==> config.mk <==
export PLATFORM = sky130hd
export DESIGN_NAME = alu_share_arbiter
export DESIGN_NICKNAME = d
export VERILOG_FILES = /design/src/rtl/alu_pkg.sv /design/src/rtl/rr_arbiter.sv /design/src/rtl/alu_share_arbiter.sv
export SDC_FILE = /design/constraint.sdc
export NUM_CORES = 1
export LEC_CHECK = 0
export CORE_ASPECT_RATIO = 1.1
export CORE_MARGIN = 2
export CORE_UTILIZATION = 43
export CTS_BUF_LIST = sky130_fd_sc_hd__clkbuf_2
export DETAILED_ROUTE_END_ITERATION = 6
export GPL_TIMING_DRIVEN = 0
export PLACE_DENSITY = 0.94
export SKIP_CTS_REPAIR_TIMING = 1
export SLEW_MARGIN = 25
export SYNTH_ARGS = -nofsm -noshare
export SYNTH_HDL_FRONTEND = slang
export SYNTH_SLANG_ARGS = --single-unit
export TNS_END_PERCENT = 10
==> constraint.sdc <==
create_clock -name clk -period 2.7 [get_ports clk]
set_input_delay 0.81 -clock clk [delete_from_list [all_inputs] [get_ports clk]]
set_output_delay 0.81 -clock clk [all_outputs]
set_load 0.03 [all_outputs]
==> src/rtl/alu_pkg.sv <==
// -----------------------------------------------------------------------------
// alu_pkg
// Shared constants and types for the ALU sharing arbiter.
//   DATA_W / CTRL_W : operand and control widths of the shared ALU
//   ALU_*           : ALUctrl codes (passed through untouched by the arbiter)
//   state_t         : arbiter FSM states
// -----------------------------------------------------------------------------
package alu_pkg;

    localparam int DATA_W = 32;
    localparam int CTRL_W = 3;

    localparam logic [CTRL_W-1:0] ALU_ADD = 3'b000;
    localparam logic [CTRL_W-1:0] ALU_SUB = 3'b001;
    localparam logic [CTRL_W-1:0] ALU_AND = 3'b010;
    localparam logic [CTRL_W-1:0] ALU_OR  = 3'b011;
    localparam logic [CTRL_W-1:0] ALU_XOR = 3'b100;
    localparam logic [CTRL_W-1:0] ALU_SLT = 3'b101;
    localparam logic [CTRL_W-1:0] ALU_SLL = 3'b110;
    localparam logic [CTRL_W-1:0] ALU_NOP = 3'b111;  // ALU drives 0 for this code

    typedef enum logic [1:0] {
        IDLE = 2'd0,
        EXEC = 2'd1,
        RESP = 2'd2
    } state_t;

endpackage

==> src/rtl/rr_arbiter.sv <==
// -----------------------------------------------------------------------------
// rr_arbiter
// Purely combinational round-robin pick: the first asserted request found
// searching upward from ptr_i+1 with wrap-around.
//   req_i       : request vector
//   ptr_i       : index of the most recently granted requester
//   grant_oh_o  : one-hot grant (zero when no request)
//   grant_idx_o : binary index of the grant
//   grant_vld_o : any request granted
// -----------------------------------------------------------------------------
module rr_arbiter #(
    parameter int N_REQ = 2,
    parameter int IDX_W = $clog2(N_REQ)
) (
    input  logic [N_REQ-1:0] req_i,
    input  logic [IDX_W-1:0] ptr_i,
    output logic [N_REQ-1:0] grant_oh_o,
    output logic [IDX_W-1:0] grant_idx_o,
    output logic             grant_vld_o
);

    int idx;

    always_comb begin
        // NOTE: every output of a combinational block gets a default first so
        // no path leaves it unassigned, which would infer a latch.
        grant_oh_o  = '0;
        grant_idx_o = '0;
        grant_vld_o = 1'b0;
        idx         = 0;
        // ptr_i < N_REQ, so one conditional subtract implements the wrap.
        for (int off = 1; off <= N_REQ; off++) begin
            idx = int'(ptr_i) + off;
            if (idx >= N_REQ) idx = idx - N_REQ;
            if (!grant_vld_o && req_i[idx]) begin
                grant_vld_o      = 1'b1;
                grant_oh_o[idx]  = 1'b1;
                grant_idx_o      = IDX_W'(idx);
            end
        end
    end

endmodule

==> src/rtl/alu_share_arbiter.sv <==
// -----------------------------------------------------------------------------
// alu_share_arbiter
// Shares one combinational ALU between N_REQ requesters. Round-robin grant in
// IDLE, registered ALU operands for one EXEC cycle, captured result held on a
// one-hot valid/ready response channel in RESP.
//   req_valid/req_ready          : per-requester request handshake
//   req_op1/req_op2/req_ctrl     : packed operands, requester i at [i*W +: W]
//   alu_op1/alu_op2/alu_ctrl     : registered drive into the ALU
//   alu_out/alu_eq               : ALU results
//   rsp_valid/rsp_ready          : one-hot response handshake
//   rsp_result/rsp_eq            : shared response payload
// -----------------------------------------------------------------------------
module alu_share_arbiter
    import alu_pkg::*;
#(
    parameter int N_REQ  = 2,
    parameter int DATA_W = alu_pkg::DATA_W,
    parameter int CTRL_W = alu_pkg::CTRL_W
) (
    input  logic                    clk,
    input  logic                    rst_n,
    input  logic [N_REQ-1:0]        req_valid,
    output logic [N_REQ-1:0]        req_ready,
    input  logic [N_REQ*DATA_W-1:0] req_op1,
    input  logic [N_REQ*DATA_W-1:0] req_op2,
    input  logic [N_REQ*CTRL_W-1:0] req_ctrl,
    output logic [DATA_W-1:0]       alu_op1,
    output logic [DATA_W-1:0]       alu_op2,
    output logic [CTRL_W-1:0]       alu_ctrl,
    input  logic [DATA_W-1:0]       alu_out,
    input  logic                    alu_eq,
    output logic [N_REQ-1:0]        rsp_valid,
    input  logic [N_REQ-1:0]        rsp_ready,
    output logic [DATA_W-1:0]       rsp_result,
    output logic                    rsp_eq
);

    localparam int IDX_W = $clog2(N_REQ);

    state_t              state_q, state_d;
    logic [IDX_W-1:0]    rr_ptr_q, rr_ptr_d;
    logic [IDX_W-1:0]    gnt_q, gnt_d;
    logic [DATA_W-1:0]   op1_q, op1_d, op2_q, op2_d;
    logic [CTRL_W-1:0]   ctrl_q, ctrl_d;
    logic [N_REQ-1:0]    rsp_valid_q, rsp_valid_d;
    logic [DATA_W-1:0]   result_q, result_d;
    logic                eq_q, eq_d;

    logic [N_REQ-1:0]    arb_oh;
    logic [IDX_W-1:0]    arb_idx;
    logic                arb_vld;

    rr_arbiter #(
        .N_REQ (N_REQ),
        .IDX_W (IDX_W)
    ) u_rr_arbiter (
        .req_i       (req_valid),
        .ptr_i       (rr_ptr_q),
        .grant_oh_o  (arb_oh),
        .grant_idx_o (arb_idx),
        .grant_vld_o (arb_vld)
    );

    // The arbiter only grants asserted valids, so a grant in IDLE is a handshake.
    assign req_ready = (state_q == IDLE) ? arb_oh : '0;

    always_comb begin
        state_d     = state_q;
        rr_ptr_d    = rr_ptr_q;
        gnt_d       = gnt_q;
        op1_d       = op1_q;
        op2_d       = op2_q;
        ctrl_d      = ctrl_q;
        rsp_valid_d = rsp_valid_q;
        result_d    = result_q;
        eq_d        = eq_q;

        unique case (state_q)
            IDLE: begin
                if (arb_vld) begin
                    op1_d    = req_op1[int'(arb_idx)*DATA_W +: DATA_W];
                    op2_d    = req_op2[int'(arb_idx)*DATA_W +: DATA_W];
                    ctrl_d   = req_ctrl[int'(arb_idx)*CTRL_W +: CTRL_W];
                    gnt_d    = arb_idx;
                    rr_ptr_d = arb_idx;
                    state_d  = EXEC;
                end
            end
            EXEC: begin
                result_d    = alu_out;
                eq_d        = alu_eq;
                rsp_valid_d = N_REQ'(1) << gnt_q;
                state_d     = RESP;
            end
            RESP: begin
                // Only the granted requester's ready can retire the response.
                if (rsp_ready[gnt_q]) begin
                    rsp_valid_d = '0;
                    state_d     = IDLE;
                end
            end
            default: state_d = IDLE;
        endcase
    end

    // NOTE: state registers use non-blocking assignments so every register
    // samples pre-edge values, independent of statement order.
    always_ff @(posedge clk or negedge rst_n) begin
        if (!rst_n) begin
            state_q     <= IDLE;
            rr_ptr_q    <= IDX_W'(N_REQ - 1);
            gnt_q       <= '0;
            op1_q       <= '0;
            op2_q       <= '0;
            ctrl_q      <= '0;
            rsp_valid_q <= '0;
            result_q    <= '0;
            eq_q        <= 1'b0;
        end else begin
            state_q     <= state_d;
            rr_ptr_q    <= rr_ptr_d;
            gnt_q       <= gnt_d;
            op1_q       <= op1_d;
            op2_q       <= op2_d;
            ctrl_q      <= ctrl_d;
            rsp_valid_q <= rsp_valid_d;
            result_q    <= result_d;
            eq_q        <= eq_d;
        end
    end

    assign alu_op1    = op1_q;
    assign alu_op2    = op2_q;
    assign alu_ctrl   = ctrl_q;
    assign rsp_valid  = rsp_valid_q;
    assign rsp_result = result_q;
    assign rsp_eq     = eq_q;

endmodule
# Word level (Yosys, flattened, before mapping)
# Index checks and enable logic that the tools add are counted.
# totals
ff_bits	106
word_cells	64
n_memories	0
latch_bits	0
rom_bits	0
ramBits	0
output_inout_bits	104
input_bits	173
# classes
n_div	0
multipliers	1
eq_ne	4
magnitude_cmp	7
bitwise_logic	1
n_reduce_logical	9
n_shift	4
n_addsub	4
mux	25
# ops
operator	n
$shiftx A64 B7 Y32	2
$ge A32 B1 Y1 const B	2
$ge A32 B3 Y1 const B	2
$lt A32 B3 Y1 const B	2
$mux W32	2
$sub A32 B3 Y32 const B	2
$mux W1	14
$mux W2	5
$pmux W2 S3	1
$reduce_and A2 Y1	3
$shiftx A6 B4 Y3	1
$ne A2 B2 Y1 const B	2
$pmux W2 S2	1
$add A1 B2 Y3 const B	1
$logic_and A1 B1 Y1	3
$mul A1 B2 Y3 const B	1
$add A1 B1 Y2 const B	1
$demux W1 S1	2
$eq A2 B1 Y1 const B	1
$eq A2 B2 Y1 const B	1
$logic_not A2 Y1	1
$lt A1 B2 Y1 const B	1
$or A2 B2 Y2	1
$reduce_bool A2 Y1	1
other kinds (2)	2

# Depth between registers and ports, before layout
# Gate-level depths: netlist (run 1).
# depth
word_depth	12
depth_mapped	6
mapped_depth_nobuf	3

# Cells and area by module
# Synthesis (run 1) repeated with hierarchy kept, for this count alone.
# unflattened
hier_cells	392
area_unflattened_um2	4611.9
# by_module_without_submodules
mod	cells_per_inst	n_inst	area_each_um2
alu_share_arbiter	387	1	4579.4
rr_arbiter	5	1	32.5

# Worst setup path before layout (run 1)
# OpenSTA, ideal clock, no wires.
# synth_path
path_kind	input to output
start	input port req_valid[1]
end	output port req_ready[1]
cell_stages	5
setup_slack_ns	-0.194
arrival_ns	2.084
cell_sequence	a21bo_1 buf_6 buf_6 buf_6 nor3_1
# synth_between
elab_chain_len	8
# synth_rtl
element	line	text
start: declaration	alu_share_arbiter.sv:22	input logic [N_REQ-1:0] req_valid,
$mux W1 (implied by the code) (3 in a row)	rr_arbiter.sv:35	if (!grant_vld_o && req_i[idx]) begin
$mux W1	rr_arbiter.sv:35	
$logic_not A1 Y1	rr_arbiter.sv:35	
$logic_and A1 B1 Y1	rr_arbiter.sv:35	
$mux W2 *	rr_arbiter.sv:35	
$mux W2 *	alu_share_arbiter.sv:65	assign req_ready = (state_q == IDLE) ? arb_oh : '0;
end: declaration	alu_share_arbiter.sv:23	output logic [N_REQ-1:0] req_ready,
# Every way passes the cells marked *; elsewhere a longest branch is shown, timed or not. The select of a mux whose other input is x is not followed.

# Worst setup path after layout (run 1)
# layout_path
start	register state_q[0]
end	output port req_ready[0]
# layout_between
elab_chain_len	2
# layout_rtl
element	line	text
start: declaration	alu_share_arbiter.sv:40	state_t state_q, state_d;
start signal: assignment	alu_share_arbiter.sv:120	state_q <= state_d;
$logic_not A2 Y1	alu_share_arbiter.sv:65	
$mux W2	alu_share_arbiter.sv:65	
# No other way between the ends.

==> results of run 1 <==
==> cell families after synthesis <==
family	synth area share, %
AO/OA/AOI/OAI	1.82
buffers and inverters	2.78
flip-flops	53.6
multiplexers	40.9
AND/OR/NAND/NOR	0.935
==> sequential cells by signal, summed over array words and instances, names as in the netlist <==
name        flops
alu_op1        32
gnt_q           1
rr_ptr_q        1
rsp_result     32
alu_op2        32
rsp_eq          1
state_q         2
rsp_valid       2
alu_ctrl        3
==> final cells by class <==
cell class                 count  area [um2]
fill                         752        3240
timing repair buffer         278        2810
sequential                   106        2660
multi-input combinational    188        2180
tap                          150         188
buffer                        18         116
clock inverter                 7        98.8
clock buffer                   9        45.0
inverter                       2        7.51
==> critical path: cells and delay by family, from the launching register on <==
family | cells | cell delay [ps]
and+or+nand+nor | 3 | 460
DFF | 1 | 520
buffers and inverters | 1 | 230
==> worst min-delay path by stage <==
stage / slack, ps / start / end
CTS: 140 / rst_n / rsp_result[27]$_DFFE_PN0P_
detailed placement: 490 / alu_op1[20]$_DFFE_PN0P_ / alu_op1[20]$_DFFE_PN0P_
global route: 120 / rst_n / rsp_result[27]$_DFFE_PN0P_
floorplan: 510 / rst_n / alu_ctrl[0]$_DFFE_PN0P_
finish: 170 / rst_n / rsp_result[22]$_DFFE_PN0P_
global placement: 490 / alu_op1[31]$_DFFE_PN0P_ / alu_op1[31]$_DFFE_PN0P_
==> power by group through the flow <==
| stage | combinational, mW | clock (mW) | sequential (mW) |
|---|---|---|---|
| CTS | 5.79 | 0.874 | 2.91 |
| detailed placement | 5.78 | 0 | 2.95 |
| global route | 6.00 | 0.942 | 3.02 |
| global placement | 5.66 | 0 | 2.88 |
| floorplan | 1.86 | 0 | 4.44 |
| finish | 5.75 | 0.849 | 2.91 |
==> metal layers <==
metal	up-vias	wire (um)	track usage, %
li1	1699	-	-
met1	1818	4910	22.3
met2	173	7490	40.9
met3	27	1060	5.92
met4	0	320	9.04
met5	-	0	0
==> per-stage QoR <==
step / utilization, % / total power, mW / hold WS, ps / instance area (um2)
4_1_cts: 71.2 / 9.58 / 138 / 8070
2_1_floorplan: - / 6.30 / 514 / 4960
3_3_place_gp: 69.7 / 8.55 / 488 / 7910
3_5_place_dp: 69.9 / 8.73 / 493 / 7930
6_report: 71.4 / 9.51 / 169 / 8100
5_1_grt: 71.4 / 9.97 / 116 / 8100
==> cell usage in the layout (no fill, tap or decap), types with 2 or more instances in the layout <==
cell type,Yosys,layout
clkbuf_2,0,10
inv_6,0,2
buf_2,14,14
a21oi_1,3,3
nor2b_1,4,4
dfrtp_2,0,2
buf_4,2,2
mux2_2,129,129
a21o_1,3,3
dlymetal6s2s_1,0,2
buf_6,4,3
nor2_1,2,2
buf_12,0,2
bufinv_16,0,2
mux2_4,38,38
clkdlybuf4s50_1,0,271
inv_1,2,2
dfrtp_1,105,103
==> qor.csv, run 1 <==
metric,value,unit
status,completed,
Via density,4.90,
slack of the critical path,133,ps
vias in the first global route,4005,
Reg2Reg Setup Slack,750,ps
final hold vios,0,
leading area contributor after synthesis,dfrtp_1,
total core area,11300,um2
CTS tree,done,
die width,106,um
"CTS clk-pin slew, worst paths",280,ps
"EDFF count, synth",0,
Commonest cells post-synth,"mux2_2, dfrtp_1, mux2_4",
total clock sinks,106,
max_cap viols,0,
Critical R2R Capture,alu_op1[13]$_DFFE_PN0P_,
IO buf count,276,
Clock Latency Late Sink,560,ps
GPL Wtd Cong,0.748,
post-place setup slack,-954,ps
GRT Overall Usage,21.5,%
dpl hpwl,10900,um
Area Growth Syn to Fin,63.6,%
final slew viol count,0,
top cell type's share of synthesized area,53.1,%
Die Y-Extent,117,um
R2R Path Start,state_q[0]$_DFFE_PN0P_,
Antenna Cells,0,
most common cell in the synthesized netlist,mux2_2,
average wire per standard cell,18.2,um
via count,3717,
total die area,12400,um2
sequential share of power,30.6,%
initial drt markers,64,
Final ANT Viol Nets,0,
crit path capture,req_ready[0],
first-pass detailed-route iteration total,4,
Worst-Margin Slew,576,ps
placed cells,743,
Mapped Avg Cell Area,15.7,um2
GR Overflow Total,0,
Setup Skew,26.9,ps
Worst setup SP type,flip-flop,
WP data arrival,1760,ps
H-tree depth,3,
FF-to-FF path depth,6,
ys async rst share,100,%
Net Sw Power,3.91,mW
clk root buf,clkbuf_2,
first-pass GRT wire length,20600,um
kind of end point of the critical path,primary output,
Synth Flop Type,dfrtp_1,
num ports,277,
Residual DRC,0,
"FF+latch count, synth",106,
layout cells sized above 1,34.7,%
Relative slew margins,61.6,%
CP max stage delay,520,ps
P per Cell Area,1170,nW/um2
pin count of the biggest net entering global routing,65,
worst-path cell chain,nor2_1 -> nand2_1 -> nor2_1 -> clkbuf_2,
Final Critical Period,2570,ps
Total Negative Setup Slacks,0,ps
leak pwr,3.42,nW
Comb pwr share,60.4,%
crit-path max FO,6,
Post-Syn Nets,489,
Final Setup Violations,0,
nets,776,
synthesized area,4950,um2
post-synthesis sequential area ratio,53.6,%
Clk pwr share,8.9,%
initial antenna violation count,0,
hold crit path type,input port to asynchronous set/reset pin,
Slowest cell on crit path,dfrtp_2,
Sw Share,41.1,%
most frequent CP cell,nor2_1,
type of the worst setup path,flip-flop to primary output,
Int Power,5.60,mW
FP Rows,41,
ranking of synthesized cells by area,"dfrtp_1, mux2_2, mux2_4",
VDD IR max,0.000727,V
Yosys Warn Count,0,
Critical Path Start,state_q[0]$_DFFE_PN0P_,
Finished Layout Cells,758,
"Req. time, crit path",1890,ps
Final period util,95.1,%
total CTS buffers,9,
synth unique cells,21,
unrepaired setup endpoints after global routing,false,
Max Fclk,0.390,GHz
total wire length,13800,um
Max Root-Sink Buffers,2,
post-synthesis cell count,316,
initial core utilization,43.7,%
(Power assumes the default switching activity.)
==> run 2, diff against run 1 <==
--- a/config.mk
+++ b/config.mk
@@ -7,14 +7,15 @@
 export LEC_CHECK = 0
 export CORE_ASPECT_RATIO = 1.1
 export CORE_MARGIN = 2
-export CORE_UTILIZATION = 43
+export CORE_UTILIZATION = 42
 export CTS_BUF_LIST = sky130_fd_sc_hd__clkbuf_2
 export DETAILED_ROUTE_END_ITERATION = 6
 export GPL_TIMING_DRIVEN = 0
-export PLACE_DENSITY = 0.94
+export PLACE_DENSITY = 0.95
 export SKIP_CTS_REPAIR_TIMING = 1
 export SLEW_MARGIN = 25
 export SYNTH_ARGS = -nofsm -noshare
 export SYNTH_HDL_FRONTEND = slang
+export SYNTH_HIERARCHICAL = 1
 export SYNTH_SLANG_ARGS = --single-unit
 export TNS_END_PERCENT = 10
==> constraint.sdc (replaced) <==
create_clock -name clk -period 2.7 [get_ports clk]
set_input_delay 0.81 -clock clk [delete_from_list [all_inputs] [get_ports clk]]
set_output_delay 0.81 -clock clk [all_outputs]
set_load 0.01 [all_outputs]
==> run 2 against run 1 <==
Net effect: core utilization is essentially flat; count of clock-buffer cells in the layout rose by 1; sequential power down 2%; largest cell class unchanged.
==> qor.csv, run 2 <==
metric,value,unit,change
status,completed,,
CTS tree,done,,
synth unique cells,23,,+9.5%
Yosys Warn Count,6,,+6
Critical R2R Capture,alu_op1[10]$_DFFE_PN0P_,,
top cell type's share of synthesized area,57.0,%,+3.9 points
average wire per standard cell,17.0,um,-6.6%
nets,853,,+9.9%
total clock sinks,106,,unchanged
Final Setup Violations,0,,unchanged
total wire length,14100,um,+2.4%
kind of end point of the critical path,primary output,,
clk root buf,clkbuf_2,,
Final period util,97.6,%,+2.5 points
GR Overflow Total,0,,unchanged
final core utilization,71.4,%,about the same
GPL Wtd Cong,0.801,,+7.1%
Fin Hold WS,143,ps,-26.7 ps
Area Growth Syn to Fin,67.3,%,
most frequent cells in the layout,"clkdlybuf4s50_1, dfrtp_1, a21oi_1",,
first-pass GRT wire length,22600,um,+9.8%
max_cap viols,0,,unchanged
Via density,4.94,,+0.79%
synthesized area,4610,um2,-6.8%
most common cell in the synthesized netlist,dfrtp_1,,
number of fill cells,766,,+1.9%
post-synthesis cell count,392,,+24%
ys async rst share,100,%,unchanged
num ports,277,,unchanged
layout cells sized above 1,8.19,%,-27 points
WP data arrival,1830,ps,+70 ps
"Req. time, crit path",1890,ps,about the same
dpl hpwl,11400,um,+4.6%
GRT Overall Usage,24.1,%,+2.6 points
Relative slew margins,66.6,%,+5.0 points
Final Critical Period,2640,ps,+68.4 ps
H-tree depth,3,,unchanged
FP Rows,40,,-2.4%
"FF+latch count, synth",106,,unchanged
FF-to-FF path depth,6,,unchanged
pin count of the biggest net entering global routing,55,,-15%
Die Y-Extent,114,um,-2.3%
hold crit path type,input port to asynchronous set/reset pin,,
Total Negative Setup Slacks,0,ps,unchanged
total core area,10800,um2,-4.6%
Max Fclk,0.379,GHz,-2.6%
Synth Flop Type,dfrtp_1,,
leading area contributor after synthesis,dfrtp_1,,
Max Root-Sink Buffers,2,,unchanged
via count,4107,,+10%
final hold vios,0,,unchanged
Post-Syn Nets,565,,+16%
Reg2Reg Setup Slack,920,ps,+170 ps
Final ANT Viol Nets,0,,unchanged
total CTS buffers,9,,unchanged
type of the worst setup path,input port to primary output,,
P per Cell Area,1010,nW/um2,-14%
post-synthesis sequential area ratio,57.5,%,+3.9 points
die width,104,um,-2.3%
Worst setup SP type,input port,,
Commonest cells post-synth,"dfrtp_1, a21oi_1, mux2i_1, nor2_1, mux2_1",,
Clock Latency Late Sink,560,ps,about the same
"EDFF count, synth",0,,unchanged
ranking of synthesized cells by area,"dfrtp_1, mux2i_1, a21oi_1",,
crit-path max FO,4,,-2
"CTS clk-pin slew, worst paths",270,ps,about the same
initial antenna violation count,0,,unchanged
VDD IR max,0.000499,V,-31%
"commonest non-fill, non-tap cell in the layout",clkdlybuf4s50_1,,
R2R Path Start,rr_ptr_q$_DFFE_PN1P_,,
Antenna Cells,0,,unchanged
vias in the first global route,4427,,+11%
IO buf count,276,,unchanged
Worst-Margin Slew,501,ps,-74.7 ps
Mapped Avg Cell Area,11.8,um2,-25%
final slew viol count,0,,unchanged
unrepaired setup endpoints after global routing,true,,
first-pass detailed-route iteration total,4,,unchanged
leak pwr,3.26,nW,-4.7%
initial core utilization,42.7,%,-1.0 points
initial drt markers,112,,+75%
Setup Skew,29.7,ps,+2.83 ps
Residual DRC,0,,unchanged
total die area,11800,um2,-4.5%
run 2: area by class of cell:
| type | instances | area (um2) | area share, % |
|---|---|---|---|
| Multi-Input combinational cell | 255 | 1770 | 23.0 |
| Clock buffer | 10 | 50.0 | 0.649 |
| Tap cell | 147 | 184 | 2.38 |
| Clock inverter | 5 | 80.1 | 1.04 |
| Inverter | 4 | 15.0 | 0.195 |
| Sequential cell | 106 | 2650 | 34.4 |
| Timing Repair Buffer | 277 | 2780 | 36.0 |
| Buffer | 27 | 180 | 2.33 |
run 2: where the power goes:
part / switching (mW) / total [mW] / internal [mW]
registers: 0.480 / 2.86 / 2.38
logic: 1.83 / 4.12 / 2.29
clock network: 0.507 / 0.809 / 0.302
total: 2.82 / 7.79 / 4.98
run 2: cell families (layout without fill, tap and decap cells):
family,count (synthesis),after routing,synth area share (%)
flip-flops,106,106,57.5
AND/OR/NAND/NOR,77,77,6.84
buffers and inverters,31,323,4.23
multiplexers,100,100,22.6
AO/OA/AOI/OAI,78,78,8.79
run 2: worst max-delay path by stage:
stage,from,to,slack (ps)
after floorplan,req_valid[1],req_ready[1],620
after global placement,rst_n,alu_ctrl[2]$_DFFE_PN0P_,-2930
after detailed placement,req_valid[0],req_ready[0],-400
after CTS,req_valid[0],req_ready[0],-420
after global routing,req_valid[0],req_ready[0],-10
final,req_valid[0],req_ready[0],60
run 2: worst max-delay path, stage by stage:
cell             delay [ps]
clkdlybuf4s50_1         500
a21boi_1                180
nor3b_2                 180
buf_2                   160
run 2: metrics by stage:
step	std cells	setup slack (ps)	power, mW	area [um2]
3_3_place_gp	815	-2930	6.84	7560
5_1_grt	831	-10.1	8.28	7720
2_1_floorplan	392	618	4.67	4610
4_1_cts	831	-417	7.87	7720
6_report	831	64.7	7.79	7720
3_5_place_dp	816	-397	7.06	7590
run 2: metal layers:
metal  share of wire (%)  track usage [%]  up-vias
li1                    -                -     1925
met2                  54             44.3      189
met5                   0                0        -
met4                 1.9             7.93        0
met1                  37             27.0     1973
met3                 7.7             7.09       20
